## src/rtl/cam_pkg.sv

```systemverilog
// Shared encodings for the CAM command sequencer.
// Op codes, status codes, FSM states and default sizes.
package cam_pkg;

  localparam int CAM_DW = 8;
  localparam int CAM_AW = 2;
  localparam int CAM_N  = 1 << CAM_AW;
  localparam int CAM_CW = CAM_AW + 1;

  typedef enum logic [1:0] {
    OP_LOOKUP = 2'b00,
    OP_WRITE  = 2'b01,
    OP_ERASE  = 2'b10,
    OP_ADD    = 2'b11
  } cam_op_e;

  typedef enum logic [1:0] {
    ST_OK     = 2'b00,
    ST_MISS   = 2'b01,
    ST_FULL   = 2'b10,
    ST_NOSLOT = 2'b11
  } cam_status_e;

  typedef enum logic [2:0] {
    S_IDLE,
    S_LK_ISSUE,
    S_LK_WAIT,
    S_ERASE_OLD,
    S_WR_NEW,
    S_ERASE_SLOT,
    S_RESP
  } cam_state_e;

endpackage

```

## src/rtl/cam_if.sv

```systemverilog
// Command/response bundle between key management and the CAM sequencer.
// master = requester, slave = cam_ctrl.
interface cam_if #(
  parameter int DW = 8,
  parameter int AW = 2
);
  logic          cmd_valid;
  logic          cmd_ready;
  logic [1:0]    cmd_op;
  logic [AW-1:0] cmd_addr;
  logic [DW-1:0] cmd_data;
  logic          rsp_valid;
  logic          rsp_hit;
  logic [1:0]    rsp_status;
  logic [AW-1:0] rsp_addr;

  modport master (
    output cmd_valid, cmd_op, cmd_addr, cmd_data,
    input  cmd_ready, rsp_valid, rsp_hit, rsp_status, rsp_addr
  );

  modport slave (
    input  cmd_valid, cmd_op, cmd_addr, cmd_data,
    output cmd_ready, rsp_valid, rsp_hit, rsp_status, rsp_addr
  );
endinterface

```

## src/rtl/cam_prio_enc.sv

```systemverilog
// Lowest-set-bit priority encoder with an any-bit flag.
// Used for lookup matches and free-slot search.
module cam_prio_enc #(
  parameter int N = 4,
  parameter int W = $clog2(N)
) (
  input  logic [N-1:0] req,
  output logic [W-1:0] idx,
  output logic         any
);
  always_comb begin
    idx = '0;
    any = |req;
    for (int i = N - 1; i >= 0; i--) begin
      if (req[i]) idx = W'(i);
    end
  end
endmodule

```

## src/rtl/cam_ctrl.sv

```systemverilog
// CAM command sequencer: serialises lookup/write/erase/add onto one ram_dp.
// Valid bitmap and shadow keys mask stale RAM bits.
module cam_ctrl
  import cam_pkg::*;
#(
  parameter int DATA_WIDTH = CAM_DW,
  parameter int ADDR_WIDTH = CAM_AW
) (
  input  logic                        clk,
  input  logic                        rst,
  cam_if.slave                        bus,
  output logic [ADDR_WIDTH:0]         count,
  output logic                        full,
  output logic                        ram_write,
  output logic                        ram_erase,
  output logic [ADDR_WIDTH-1:0]       ram_a_addr,
  output logic [DATA_WIDTH-1:0]       ram_a_din,
  output logic [DATA_WIDTH-1:0]       ram_b_din,
  input  logic [(1<<ADDR_WIDTH)-1:0]  ram_b_dout
);
  localparam int N  = 1 << ADDR_WIDTH;
  localparam int CW = ADDR_WIDTH + 1;

  cam_state_e state, state_nx;

  logic [ADDR_WIDTH-1:0] addr_q;
  logic [DATA_WIDTH-1:0] key_q;
  logic [N-1:0]          valid;
  logic [DATA_WIDTH-1:0] shadow [N];

  logic [N-1:0]          match;
  logic [ADDR_WIDTH-1:0] hit_idx, free_idx;
  logic                  hit_any, free_any;

  logic                  accept;
  logic                  wr_nx, er_nx, rsp_set;
  logic [ADDR_WIDTH-1:0] a_addr_nx, raddr_nx, slot_sel;
  logic [DATA_WIDTH-1:0] a_din_nx;
  cam_status_e           st_nx;
  logic [CW-1:0]         cnt_inc;

  // Stale RAM bits of invalid slots never count as matches
  assign match   = ~ram_b_dout & valid;
  assign accept  = bus.cmd_valid & bus.cmd_ready;
  assign cnt_inc = count + 1'b1;
  assign slot_sel = (bus.cmd_op == OP_ADD) ? free_idx : bus.cmd_addr;

  cam_prio_enc #(.N(N), .W(ADDR_WIDTH)) u_hit (
    .req (match),
    .idx (hit_idx),
    .any (hit_any)
  );

  cam_prio_enc #(.N(N), .W(ADDR_WIDTH)) u_free (
    .req (~valid),
    .idx (free_idx),
    .any (free_any)
  );

  always_comb begin
    state_nx  = state;
    wr_nx     = 1'b0;
    er_nx     = 1'b0;
    a_addr_nx = ram_a_addr;
    a_din_nx  = ram_a_din;
    rsp_set   = 1'b0;
    st_nx     = ST_OK;
    raddr_nx  = '0;
    unique case (state)
      S_IDLE: begin
        if (accept) begin
          unique case (cam_op_e'(bus.cmd_op))
            OP_LOOKUP: state_nx = S_LK_ISSUE;
            OP_WRITE: begin
              a_addr_nx = bus.cmd_addr;
              if (valid[bus.cmd_addr]) begin
                state_nx = S_ERASE_OLD;
                er_nx    = 1'b1;
                a_din_nx = shadow[bus.cmd_addr];
              end else begin
                state_nx = S_WR_NEW;
                wr_nx    = 1'b1;
                a_din_nx = bus.cmd_data;
              end
            end
            OP_ERASE: begin
              if (valid[bus.cmd_addr]) begin
                state_nx  = S_ERASE_SLOT;
                er_nx     = 1'b1;
                a_addr_nx = bus.cmd_addr;
                a_din_nx  = shadow[bus.cmd_addr];
              end else begin
                state_nx = S_RESP;
                rsp_set  = 1'b1;
                st_nx    = ST_NOSLOT;
              end
            end
            OP_ADD: begin
              if (free_any) begin
                state_nx  = S_WR_NEW;
                wr_nx     = 1'b1;
                a_addr_nx = free_idx;
                a_din_nx  = bus.cmd_data;
              end else begin
                state_nx = S_RESP;
                rsp_set  = 1'b1;
                st_nx    = ST_FULL;
              end
            end
          endcase
        end
      end
      S_LK_ISSUE: state_nx = S_LK_WAIT;
      S_LK_WAIT: begin
        state_nx = S_RESP;
        rsp_set  = 1'b1;
        st_nx    = hit_any ? ST_OK : ST_MISS;
        raddr_nx = hit_any ? hit_idx : '0;
      end
      S_ERASE_OLD: begin
        state_nx  = S_WR_NEW;
        wr_nx     = 1'b1;
        a_addr_nx = addr_q;
        a_din_nx  = key_q;
      end
      S_WR_NEW, S_ERASE_SLOT: begin
        state_nx = S_RESP;
        rsp_set  = 1'b1;
        raddr_nx = addr_q;
      end
      S_RESP: state_nx = S_IDLE;
      default: state_nx = S_IDLE;
    endcase
  end

  always_ff @(posedge clk or posedge rst) begin
    if (rst) state <= S_IDLE;
    else     state <= state_nx;
  end

  always_ff @(posedge clk or posedge rst) begin
    if (rst) begin
      addr_q         <= '0;
      key_q          <= '0;
      valid          <= '0;
      count          <= '0;
      full           <= 1'b0;
      ram_write      <= 1'b0;
      ram_erase      <= 1'b0;
      ram_a_addr     <= '0;
      ram_a_din      <= '0;
      ram_b_din      <= '0;
      bus.cmd_ready  <= 1'b1;
      bus.rsp_valid  <= 1'b0;
      bus.rsp_hit    <= 1'b0;
      bus.rsp_status <= '0;
      bus.rsp_addr   <= '0;
    end else begin
      ram_write     <= wr_nx;
      ram_erase     <= er_nx;
      ram_a_addr    <= a_addr_nx;
      ram_a_din     <= a_din_nx;
      bus.cmd_ready <= (state_nx == S_IDLE);
      bus.rsp_valid <= rsp_set;
      if (rsp_set) begin
        bus.rsp_status <= st_nx;
        bus.rsp_hit    <= (st_nx == ST_OK);
        bus.rsp_addr   <= raddr_nx;
      end
      if (accept) begin
        addr_q <= slot_sel;
        key_q  <= bus.cmd_data;
        if (bus.cmd_op == OP_LOOKUP) ram_b_din <= bus.cmd_data;
      end
      if (state == S_WR_NEW) begin
        valid[addr_q] <= 1'b1;
        if (!valid[addr_q]) begin
          count <= cnt_inc;
          full  <= (cnt_inc == CW'(N));
        end
      end
      if (state == S_ERASE_SLOT) begin
        valid[addr_q] <= 1'b0;
        count         <= count - 1'b1;
        full          <= 1'b0;
      end
    end
  end

  always_ff @(posedge clk) begin
    if (state == S_WR_NEW) shadow[addr_q] <= key_q;
  end

endmodule

```

## src/flat_wrapper.sv

```systemverilog
// flat-port wrapper written by rule: the top's interface ports become plain ports
module cam_ctrl_flat import cam_pkg::*;
#(
  parameter int DATA_WIDTH = CAM_DW,
  parameter int ADDR_WIDTH = CAM_AW
)
  (clk, rst, count, full, ram_write, ram_erase, ram_a_addr, ram_a_din, ram_b_din, ram_b_dout, bus_cmd_valid, bus_cmd_op, bus_cmd_addr, bus_cmd_data, bus_cmd_ready, bus_rsp_valid, bus_rsp_hit, bus_rsp_status, bus_rsp_addr);
  cam_if #(.DW((CAM_DW)), .AW((CAM_AW))) bus_i ();
  input  logic clk;
  input  logic rst;
  output logic [ADDR_WIDTH:0] count;
  output logic full;
  output logic ram_write;
  output logic ram_erase;
  output logic [ADDR_WIDTH-1:0] ram_a_addr;
  output logic [DATA_WIDTH-1:0] ram_a_din;
  output logic [DATA_WIDTH-1:0] ram_b_din;
  input  logic [(1<<ADDR_WIDTH)-1:0] ram_b_dout;
  input wire logic [$bits(bus_i.cmd_valid)-1:0] bus_cmd_valid;
  input wire logic [$bits(bus_i.cmd_op)-1:0] bus_cmd_op;
  input wire logic [$bits(bus_i.cmd_addr)-1:0] bus_cmd_addr;
  input wire logic [$bits(bus_i.cmd_data)-1:0] bus_cmd_data;
  output wire logic [$bits(bus_i.cmd_ready)-1:0] bus_cmd_ready;
  output wire logic [$bits(bus_i.rsp_valid)-1:0] bus_rsp_valid;
  output wire logic [$bits(bus_i.rsp_hit)-1:0] bus_rsp_hit;
  output wire logic [$bits(bus_i.rsp_status)-1:0] bus_rsp_status;
  output wire logic [$bits(bus_i.rsp_addr)-1:0] bus_rsp_addr;
  assign bus_i.cmd_valid = bus_cmd_valid;
  assign bus_i.cmd_op = bus_cmd_op;
  assign bus_i.cmd_addr = bus_cmd_addr;
  assign bus_i.cmd_data = bus_cmd_data;
  assign bus_cmd_ready = bus_i.cmd_ready;
  assign bus_rsp_valid = bus_i.rsp_valid;
  assign bus_rsp_hit = bus_i.rsp_hit;
  assign bus_rsp_status = bus_i.rsp_status;
  assign bus_rsp_addr = bus_i.rsp_addr;
  cam_ctrl #(.DATA_WIDTH(DATA_WIDTH), .ADDR_WIDTH(ADDR_WIDTH)) u_core (.clk(clk), .rst(rst), .bus(bus_i), .count(count), .full(full), .ram_write(ram_write), .ram_erase(ram_erase), .ram_a_addr(ram_a_addr), .ram_a_din(ram_a_din), .ram_b_din(ram_b_din), .ram_b_dout(ram_b_dout));
endmodule
```

## config.mk

```make
export PLATFORM = sky130hd
export DESIGN_NAME = cam_ctrl_flat
export DESIGN_NICKNAME = d
export VERILOG_FILES = /design/src/rtl/cam_pkg.sv /design/src/rtl/cam_if.sv /design/src/rtl/cam_prio_enc.sv /design/src/rtl/cam_ctrl.sv /design/src/flat_wrapper.sv
export SDC_FILE = /design/constraint.sdc
export NUM_CORES = 1
export LEC_CHECK = 0
export ABC_AREA = 1
export CAP_MARGIN = 25
export CORE_MARGIN = 10
export CORE_UTILIZATION = 40
export CTS_CLUSTER_DIAMETER = 50
export DETAILED_ROUTE_END_ITERATION = 8
export PLACE_DENSITY_LB_ADDON = 0.15
export SLEW_MARGIN = 20
export SYNTH_ARGS = -nofsm -noshare
export SYNTH_HDL_FRONTEND = slang
export SYNTH_SLANG_ARGS = --single-unit
```

## constraint.sdc

```tcl
create_clock -name clk -period 2.05 [get_ports clk]
set_input_delay 0.3075 -clock clk [delete_from_list [all_inputs] [get_ports clk]]
set_output_delay 0.3075 -clock clk [all_outputs]
set_load 0.02 [all_outputs]
```

==> out/results.txt <==
post-route setup slack - 0.2388 ns
reg-to-reg slack, setup - 0.33 ns
Post CTS Setup Buffer Count - 0
part of the total power dissipated in sequential elements - 0.442
internal power of the cells - 3.802 mW
power per cell area - 1328 mW/mm²
Final Instance Count excl. Fillers - 591
quantity of hold-fixing buffers added after cts - 0
Leak - 2.088 nW
startpoint of the worst register-to-register path - u_core.state[2]
leading cell types by total area after synthesis - sky130_fd_sc_hd__dfrtp_1, sky130_fd_sc_hd__edfxtp_1, sky130_fd_sc_hd__nand2_1
post-synth design cell area - 0.003767 mm²
maximum number of pins on one net before global-route repair - 49
number of instances resized during post-cts repair - 0
layout cell share with drive strength beyond 1 - 0.1250
slew at the pin closest to its max-slew limit - 0.4140 ns
share of the clock period used by the worst path after layout - 0.8835
part of the Yosys area used for sequential elements - 0.5742
Data arrival, critical path - 1.50 ns
die area - 0.01370 mm²
area of all placed cells without fillers - 0.004662 mm²
unrepaired setup endpoints after global routing - no
final global-route overflow total - 0
count of H-tree levels built during CTS - 3
Async S/R FF share, synth - 0.6000
average size of a mapped cell - 9.166 µm²
pre-CTS setup slack - -0.01302 ns
number of enable flip-flop cells after synthesis - 32
Overall Global Routing Usage - 0.1386
total instance count after detailed placement - 575
Chip Width - 117.1 µm
Layout area overhead - 23.75%
post-synthesis mux area share - 0
Final Wtd Congestion - 0.8454
DR vias - 2896
buffer levels on the longest clock path - 2
Antenna Violating Nets Remaining - 0
max frequency - 552.1 MHz
commonest cells in the synthesized netlist - sky130_fd_sc_hd__nand2_1, sky130_fd_sc_hd__o21ai_0, sky130_fd_sc_hd__dfrtp_1
classification of the worst-slack hold path - input port to async pin
crit path launch type - flip-flop
Crit path required time - 1.74 ns
Max Cap Violations - 0
number of global-route vias before repair - 2900
largest vdd supply drop - 0.0006212 V
first-pass GRT wire length - 14810 µm
Worst slew margin - 0.7233
post-synthesis compound-gate area fraction - 0.1003
first-pass detailed-route iteration total - 5
average wire length per cell after detail routing - 14.85 µm
part of the total power dissipated in combinational logic - 0.360
Clock Tree Root - sky130_fd_sc_hd__clkbuf_8
synth warn - 0
core footprint - 0.009196 mm²
number of CTS-inserted buffers - 9
initial antenna violation count - 0
final-layout fill cell count - 875
WP buf/inv - 1
post-route DRC violation count - 0
count of clock tree sinks - 80
Total Routed Length - 8779 µm
Final Hold Vio Count - 0
worst hold slack after final layout - 0.2973 ns
I/O pin count - 50
IO buf count - 49
# diodes - 0
R2R cell count - 7
crit path cell chain - clkdlybuf4s50_1
top-count cell post-synth - sky130_fd_sc_hd__nand2_1
cell taking the most area after synthesis - sky130_fd_sc_hd__dfrtp_1
CTS tree - done
final setup skew - 0.008732 ns
y dimension of the die - 117.1 µm
Critical Path Fanout Max - 2
Synth Register Bits - 80
Final HPWL DP - 6556 µm
final core utilization - 0.5069
switching part of the total power - 0.3857
1st-iter DRT viols - 115
initial core utilization - 0.4097
area share of fa/ha/maj cells after synthesis - 0.02657
Post-Synthesis Cells - 411
class of the most critical setup path - flip-flop to output port
crit-path max cell delay - 0.60 ns
Post-synth top flop - sky130_fd_sc_hd__dfrtp_1
xor and xnor fraction of the mapped netlist area - 0.006974
count of unique library cells instantiated by Yosys - 37
# setup viols final - 0
dominant combinational cell family by area after synthesis - simple AND/OR/NAND/NOR gates
CP Capture Type - output port
Post-Synth Simple-Gate Area - 0.2351
row count - 35
endpoint of the worst register-to-register path - u_core.shadow[0][2]
cell with the largest stage delay on the worst path - sky130_fd_sc_hd__clkdlybuf4s50_1
Post-Synthesis Net Count - 438
clock-pin slew of the registers on the worst-case setup and hold paths - 0.09 ns
crit-path leading delay family - buffers and inverters
post-layout minimum cycle time - 1.811 ns
placed instance area - 0.004454 mm²
clock latency on the worst-skew pair - 0.35 ns
via/cell ratio - 4.900
outcome - completed
post-layout net count - 502
Yosys top cell area share - 0.3122
share of total power in the clock network - 0.198
pins over their slew limit - 0
Psw - 2.388 mW
## kinds of logic after synthesis
family | Yosys count
AOI/OAI and AO/OA | 70
xor gates and xnor gates | 3
adders and majority gates | 8
buffers and inverters | 53
DFF | 80
and+or+nand+nor | 197
## sequential cells by signal (all words and copies together), names as in the netlist, 3 cells and up, named ones only
| register | cells |
|---|---|
| u_core.key_q | 8 |
| u_core.state | 3 |
| u_core.ram_b_din | 8 |
| u_core.ram_a_din | 8 |
| u_core.count | 3 |
| u_core.valid | 3 |
| u_core.shadow | 32 |
## layout make-up
class	instances	area [µm²]	area share
sequential	80	2163	0.4640
clock inverter	7	83.83	0.01798
inverter	45	168.9	0.03623
clock buffer	9	123.9	0.02657
timing repair buffer	61	593.1	0.1272
tap	111	138.9	0.02979
multi-input combinational	278	1390	0.2982
## layout by cell type, fill, tap and decap left out, types with 2 or more instances in the layout
cell | netlist | routed
sky130_fd_sc_hd__nand2_1 | 96 | 96
sky130_fd_sc_hd__o21ai_0 | 51 | 51
sky130_fd_sc_hd__clkdlybuf4s50_1 | 0 | 49
sky130_fd_sc_hd__dfrtp_1 | 47 | 47
sky130_fd_sc_hd__nor2_1 | 42 | 42
sky130_fd_sc_hd__nand3_1 | 37 | 37
sky130_fd_sc_hd__inv_1 | 35 | 34
sky130_fd_sc_hd__edfxtp_1 | 32 | 32
sky130_fd_sc_hd__inv_2 | 10 | 11
sky130_fd_sc_hd__buf_4 | 1 | 11
sky130_fd_sc_hd__clkbuf_8 | 0 | 9
sky130_fd_sc_hd__ha_1 | 8 | 8
sky130_fd_sc_hd__o21ai_1 | 7 | 7
sky130_fd_sc_hd__nand2_2 | 6 | 6
sky130_fd_sc_hd__a21oi_1 | 5 | 5
sky130_fd_sc_hd__nand3_2 | 3 | 3
sky130_fd_sc_hd__inv_6 | 0 | 3
sky130_fd_sc_hd__nor2_2 | 2 | 2
sky130_fd_sc_hd__a21oi_2 | 2 | 2
sky130_fd_sc_hd__xor2_1 | 2 | 2
sky130_fd_sc_hd__nor3_1 | 2 | 2
## how the worst max path moves through the flow
stage	start	end	depth (start not counted)
finish	u_core.bus.cmd_ready	bus_cmd_ready	1
global route	u_core.bus.cmd_ready	bus_cmd_ready	1
CTS	u_core.bus.cmd_ready	bus_cmd_ready	1
detailed placement	bus_cmd_op[0]	u_core.ram_a_din[0]	11
global placement	bus_cmd_op[0]	u_core.bus.cmd_ready	9
floorplan	u_core.state[2]	u_core.shadow[0][0]	6
## per-layer routing
layer	GRT usage	share of wire	routed length (µm)	up-vias
met1	0.1950	0.50	4393	1349
met4	0.04283	0.0093	82	0
met2	0.1995	0.43	3781	65
met3	0.04179	0.059	521	8
li1	-	-	-	1474
met5	0	0	0	-
## power by group through the flow
stage	combinational [mW]	sequential [mW]	clock, mW
6_report	2.23	2.74	1.23
3_5_place_dp	2.26	2.77	0
3_3_place_gp	2.23	2.76	0
5_1_grt	2.52	2.81	1.33
2_1_floorplan	1.07	2.93	0
4_1_cts	2.27	2.74	1.25
## stage by stage
stage          TNS (ns)  power [mW]
2_1_floorplan         0       4.005
5_1_grt               0       6.664
4_1_cts               0       6.257
6_report              0       6.190
3_5_place_dp   -0.02504       5.027
3_3_place_gp          0       4.983
Note: power is estimated with default switching activity, not from simulation.
